==> src/rtl/miv_ram_scrub_arb.sv <==
// miv_ram_scrub_arb: host/background-scrub arbiter for a 2048x32 ECC RAM with error counters.
// The background scrubber is built only when MIV_RAM_SCRUB_EN is defined.
module miv_ram_scrub_arb #(
  parameter int unsigned SCRUB_INTERVAL = 1024
) (
  input  logic        CLK,
  input  logic        RESETN,
  input  logic        HREQ,
  input  logic        HWE,
  input  logic [10:0] HADDR,
  input  logic [31:0] HWDATA,
  output logic        HGNT,
  output logic        HRVALID,
  output logic [31:0] HRDATA,
  output logic        HRERR,
  output logic [31:0] RAM_WD,
  output logic [10:0] RAM_WADDR,
  output logic [10:0] RAM_RADDR,
  output logic        RAM_WEN,
  input  logic [31:0] RAM_RD,
  input  logic        RAM_SB_CORRECT,
  input  logic        RAM_DB_DETECT,
  input  logic        CNT_CLR,
  output logic [15:0] SB_CNT,
  output logic [15:0] DB_CNT,
  output logic        DB_IRQ
);

  localparam int unsigned AW = 11;
  localparam int unsigned DW = 32;
  localparam int unsigned CW = 16;
  localparam logic [CW-1:0] CNT_MAX = '1;

  if (SCRUB_INTERVAL < 4 || SCRUB_INTERVAL > 65535) begin : g_bad_interval
    $error("SCRUB_INTERVAL must be within 4..65535");
  end

  logic          hgnt_c;
  logic          host_rd_c;
  logic          host_wr_c;
  logic          scrub_chk_c;
  logic          rd_check_c;
  logic          hvalid_q, hvalid_d;
  logic [CW-1:0] sb_cnt_q, sb_cnt_d;
  logic [CW-1:0] db_cnt_q, db_cnt_d;
  logic          db_irq_q, db_irq_d;

  assign host_rd_c = hgnt_c & ~HWE;
  assign host_wr_c = hgnt_c & HWE;

`ifdef MIV_RAM_SCRUB_EN
  localparam logic [1:0] ST_IDLE     = 2'd0;
  localparam logic [1:0] ST_SCRUB_RD = 2'd1;
  localparam logic [1:0] ST_SCRUB_CHK = 2'd2;
  localparam logic [1:0] ST_SCRUB_WB = 2'd3;
  localparam logic [CW-1:0] IVL_LAST = CW'(SCRUB_INTERVAL - 1);

  logic [1:0]    state_q, state_d;
  logic [AW-1:0] scrub_addr_q, scrub_addr_d;
  logic [CW-1:0] ivl_q, ivl_d;
  logic [DW-1:0] wb_data_q, wb_data_d;
  logic          scrub_rd_c;
  logic          scrub_wb_c;

  assign scrub_rd_c  = (state_q == ST_SCRUB_RD) & ~HREQ;
  assign scrub_wb_c  = (state_q == ST_SCRUB_WB);
  assign scrub_chk_c = (state_q == ST_SCRUB_CHK);
  assign hgnt_c      = HREQ & ~scrub_wb_c;

  // Scrub sequencing; a host write to the word under check makes the write-back stale.
  always_comb begin
    state_d      = state_q;
    scrub_addr_d = scrub_addr_q;
    ivl_d        = ivl_q;
    wb_data_d    = wb_data_q;
    case (state_q)
      ST_IDLE: begin
        if (ivl_q == IVL_LAST) begin
          state_d = ST_SCRUB_RD;
          ivl_d   = '0;
        end else begin
          ivl_d = ivl_q + CW'(1);
        end
      end
      ST_SCRUB_RD: begin
        if (!HREQ) state_d = ST_SCRUB_CHK;
      end
      ST_SCRUB_CHK: begin
        if (RAM_SB_CORRECT && !(host_wr_c && (HADDR == scrub_addr_q))) begin
          state_d   = ST_SCRUB_WB;
          wb_data_d = RAM_RD;
        end else begin
          state_d      = ST_IDLE;
          scrub_addr_d = scrub_addr_q + AW'(1);
        end
      end
      ST_SCRUB_WB: begin
        state_d      = ST_IDLE;
        scrub_addr_d = scrub_addr_q + AW'(1);
      end
      default: state_d = ST_IDLE;
    endcase
  end

  always_ff @(posedge CLK or negedge RESETN) begin
    if (!RESETN) begin
      state_q      <= ST_IDLE;
      scrub_addr_q <= '0;
      ivl_q        <= '0;
      wb_data_q    <= '0;
    end else begin
      state_q      <= state_d;
      scrub_addr_q <= scrub_addr_d;
      ivl_q        <= ivl_d;
      wb_data_q    <= wb_data_d;
    end
  end

  assign RAM_RADDR = scrub_rd_c ? scrub_addr_q : HADDR;
  assign RAM_WADDR = scrub_wb_c ? scrub_addr_q : HADDR;
  assign RAM_WD    = scrub_wb_c ? wb_data_q : HWDATA;
  assign RAM_WEN   = RESETN & (scrub_wb_c | host_wr_c);
`else
  assign hgnt_c      = HREQ;
  assign scrub_chk_c = 1'b0;
  assign RAM_RADDR   = HADDR;
  assign RAM_WADDR   = HADDR;
  assign RAM_WD      = HWDATA;
  assign RAM_WEN     = RESETN & host_wr_c;
`endif

  // RAM flags are meaningful only in the cycle after a host or scrub read.
  assign rd_check_c = hvalid_q | scrub_chk_c;

  always_comb begin
    hvalid_d = host_rd_c;
    sb_cnt_d = sb_cnt_q;
    db_cnt_d = db_cnt_q;
    db_irq_d = db_irq_q;
    if (CNT_CLR) begin
      sb_cnt_d = '0;
      db_cnt_d = '0;
      db_irq_d = 1'b0;
    end else begin
      if (rd_check_c && RAM_SB_CORRECT && (sb_cnt_q != CNT_MAX)) sb_cnt_d = sb_cnt_q + CW'(1);
      if (rd_check_c && RAM_DB_DETECT && (db_cnt_q != CNT_MAX)) db_cnt_d = db_cnt_q + CW'(1);
      if (rd_check_c && RAM_DB_DETECT) db_irq_d = 1'b1;
    end
  end

  always_ff @(posedge CLK or negedge RESETN) begin
    if (!RESETN) begin
      hvalid_q <= 1'b0;
      sb_cnt_q <= '0;
      db_cnt_q <= '0;
      db_irq_q <= 1'b0;
    end else begin
      hvalid_q <= hvalid_d;
      sb_cnt_q <= sb_cnt_d;
      db_cnt_q <= db_cnt_d;
      db_irq_q <= db_irq_d;
    end
  end

  assign HGNT    = hgnt_c;
  assign HRVALID = hvalid_q;
  assign HRDATA  = hvalid_q ? RAM_RD : '0;
  assign HRERR   = hvalid_q & RAM_DB_DETECT;
  assign SB_CNT  = sb_cnt_q;
  assign DB_CNT  = db_cnt_q;
  assign DB_IRQ  = db_irq_q;

endmodule

==> config.mk <==
export PLATFORM = sky130hd
export DESIGN_NAME = miv_ram_scrub_arb
export DESIGN_NICKNAME = d
export VERILOG_FILES = /design/src/rtl/miv_ram_scrub_arb.sv
export SDC_FILE = /design/constraint.sdc
export NUM_CORES = 1
export LEC_CHECK = 0
export ABC_CLOCK_PERIOD_IN_PS = 5620
export BUFFER_PORTS_ARGS = -buffer_cell sky130_fd_sc_hd__buf_2
export CAP_MARGIN = 20
export CORE_ASPECT_RATIO = 2
export CORE_MARGIN = 3
export CORE_UTILIZATION = 38
export DETAILED_ROUTE_END_ITERATION = 8
export GPL_TIMING_DRIVEN = 0
export PLACE_DENSITY_LB_ADDON = 0.12
export SYNTH_ARGS = -nofsm -noshare
export SYNTH_HDL_FRONTEND = slang
export SYNTH_SLANG_ARGS = --single-unit
==> constraint.sdc <==
create_clock -name CLK -period 5.62 [get_ports CLK]
set_input_delay 0.281 -clock CLK [delete_from_list [all_inputs] [get_ports CLK]]
set_output_delay 0.281 -clock CLK [all_outputs]
set_load 0.005 [all_outputs]
==> results.json <==
{
  "clock_skew_ns": 0.00261,
  "hpwl_mm": 7.00,
  "arrival_ns": 2.39,
  "grt_pass1_wl_mm": 12.6,
  "vias": 2789,
  "tightest_slew_ns": 0.981,
  "end_kind": "register",
  "drc_errors": 0,
  "start_util": 0.397,
  "die_x_um": 63.7,
  "post_cts_resized": 0,
  "setup_viol": 0,
  "rsz0062_at_grt": "no",
  "synth.avg_cell_area_um2": 8.69,
  "hold_class": "in -> async",
  "syn_nets": 375,
  "p_leak_nw": 1.88,
  "relSlewSlack": 0.340,
  "slew_viol_final": 0,
  "cts_tree": "built",
  "cp.required_ns": 5.79,
  "rows": 41,
  "detail-route-antenna-nets": 0,
  "place_congestion": 0.778,
  "ioPinCount": 205,
  "grt_antenna_before_repair": 0,
  "diodes": 0,
  "outcome": "finished, final reports clean",
  "synth_ff_type": "dfrtp_1",
  "dr.first_iter.drc_count": 60,
  "ys_ff_latch": 34,
  "io_buffer_count": 161,
  "routed_wl_mm": 8.49,
  "ys_warn_count": 0,
  "synth_cell_types": 40,
  "synth_seq_area_share": 0.337,
  "start_kind": "register",
  "drt_first_pass_iters": 4,
  "synth_edf_count": 0,
  "period_share": 0.395,
  "critPathKind": "reg -> reg",
  "numCtsBuffers": 5,
  "max_freq_ghz": 0.451,
  "fillCellCount": 663,
  "crit_fanout": 10,
  "grt_pass1_vias": 2556,
  "syn2layout_area_growth_pct": 42.7,
  "cts_setup_buffers": 0,
  "final_core_util": 0.567,
  "grt.total_usage": 0.210,
  "clockRootBuffer": "clkbuf_16",
  "max_cap_viol_count": 0,
  "via_per_inst": 5.11,
  "insertion_delay_ns": 0.28,
  "clock_sinks": 34,
  "power_per_cell_area_nw_per_um2": 182,
  "clk_pin_slew_worst_paths_ns": 0.05,
  "irDropWorstVdd_v": 0.000249,
  "core_um2": 6360,
  "grt.overflow.total": 0,
  "grt_max_degree": 36,
  "dieArea_um2": 7720,
  "clockBufferDepth": 2,
  "period_minus_slack_ns": 2.22,
  "wl_per_cell_um": 15.5,
  "die_y_um": 121,
  "fin_setup_tns_ns": 0,
  "async_flop_share": 1.00,
  "syn-cell-area_um2": 2530,
  "finalHoldViolCount": 0,
  "nets": 543,
  "drive_gt1_frac": 0.526,
  "htree_num_levels": 2,
  "postCtsHoldBufs": 0,
  "synth_cells": 291
}
==> critical path: stages (launching register included) <==
cell and delay [ns]:
dfrtp_1 0.41, ha_1 0.22, nand4_1 0.17, nor4_1 0.48, buf_2 0.30, buf_2 0.27
nor4_1 0.08, o21a_1 0.17
==> per-layer routing <==
metal / vias to the layer above / global-route usage / routed length [µm]
met5: - / 0 / 0
met4: 0 / 0.0812 / 126
met3: 9 / 0.0732 / 974
met2: 150 / 0.397 / 4570
met1: 1297 / 0.201 / 2820
li1: 1333 / - / -
==> where the power goes <==
| part | switching [mW] | internal [mW] | leakage, nW |
|---|---|---|---|
| sequential | 0.00150 | 0.247 | 0.473 |
| clock | 0.102 | 0.201 | 0.0832 |
| combinational | 0.0426 | 0.0620 | 1.32 |
| total | 0.146 | 0.509 | 1.88 |
==> cell families (layout without fill, tap and decap cells) <==
| logic type | Yosys count | after routing | synth area share |
|---|---|---|---|
| muxes | 2 | 2 | 0.00891 |
| AOI/OAI and AO/OA | 61 | 61 | 0.151 |
| adders and majority gates | 2 | 2 | 0.00990 |
| buffers and inverters | 78 | 247 | 0.212 |
| DFF | 34 | 34 | 0.337 |
| and+or+nand+nor | 114 | 114 | 0.281 |
==> state kept, by name, summed over array words and instances, names as in the netlist <==
name	count
DB_CNT	16
HRVALID	1
SB_CNT	16
DB_IRQ	1
==> synth_stat cells, types with 2 or more instances <==
cell,n,area [µm²]
nor4_1,7,43.8
dfrtp_1,34,851
inv_1,7,26.3
o311ai_0,2,17.5
and2_1,32,200
ha_1,2,25.0
clkbuf_1,7,26.3
and4_1,3,26.3
buf_6,2,22.5
nand4_1,9,56.3
mux2_2,2,22.5
nand3_1,14,70.1
buf_4,55,413
o31a_1,3,26.3
or4_1,14,105
nor3_1,2,10.0
nor2b_1,3,18.8
clkbuf_2,2,10.0
or3_1,10,62.6
buf_2,3,15.0
nand2_1,8,30.0
o21a_1,3,22.5
o21ai_0,10,50.1
a21oi_1,25,125
o41ai_1,2,17.5
nor2_1,2,7.51
o31ai_1,15,113
==> metrics by stage <==
step | area (µm²) | setup WS, ns | hold WS (ns) | power [mW] | std cells
floorplan | 2530 | 3.78 | -0.0146 | 0.304 | 291
global placement | 3440 | 3.43 | 0.423 | 0.358 | 538
detailed placement | 3440 | 3.42 | 0.412 | 0.359 | 538
CTS | 3610 | 3.40 | 0.114 | 0.659 | 546
global route | 3610 | 3.19 | 0.146 | 0.679 | 546
finish | 3610 | 3.40 | 0.0757 | 0.655 | 546
==> cell usage in the layout, fill, tap and decap left out, drive strengths merged <==
master       count
buf            221
dfrtp           34
and2            33
a21oi           25
clkbuf          18
o31ai           15
or4             15
nand3           14
or3             11
o21ai           10
nand4           10
nand2            9
inv              7
nor4             7
nor2b            3
and4             3
o31a             3
o21a             3
nor3             2
nor2             2
mux2             2
o311ai           2
o41ai            2
ha               2
and3             1
or2              1
nor4b            1
or3b             1
dlygate4sd1      1
a311o            1
nand3b           1
==> cell type report <==
class	count	area [µm²]	area share
multi-input combinational	179	1140	0.316
sequential	34	851	0.236
timing repair buffer	161	806	0.223
buffer	71	509	0.141
clock buffer	8	166	0.0461
tap	86	108	0.0298
inverter	7	26.3	0.00728
==> final timing paths <==
check                                       from  depth (start not counted)                      to  slack [ns]
min in group CLK                             HWE                          2       HRVALID$_DFF_PN0_        0.15
setup / recovery           SB_CNT[0]$_DFFE_PN0P_                          7  SB_CNT[13]$_DFFE_PN0P_        3.40
hold / removal                            RESETN                          1  DB_CNT[15]$_DFFE_PN0P_        0.08
hold reg to reg               DB_IRQ$_DFFE_PN0P_                          1      DB_IRQ$_DFFE_PN0P_        0.49
setup reg to reg           SB_CNT[0]$_DFFE_PN0P_                          7  SB_CNT[13]$_DFFE_PN0P_        3.40
max in group asynchronous                 RESETN                          1   SB_CNT[2]$_DFFE_PN0P_        5.04
Power figures use the tool's default switching activity.
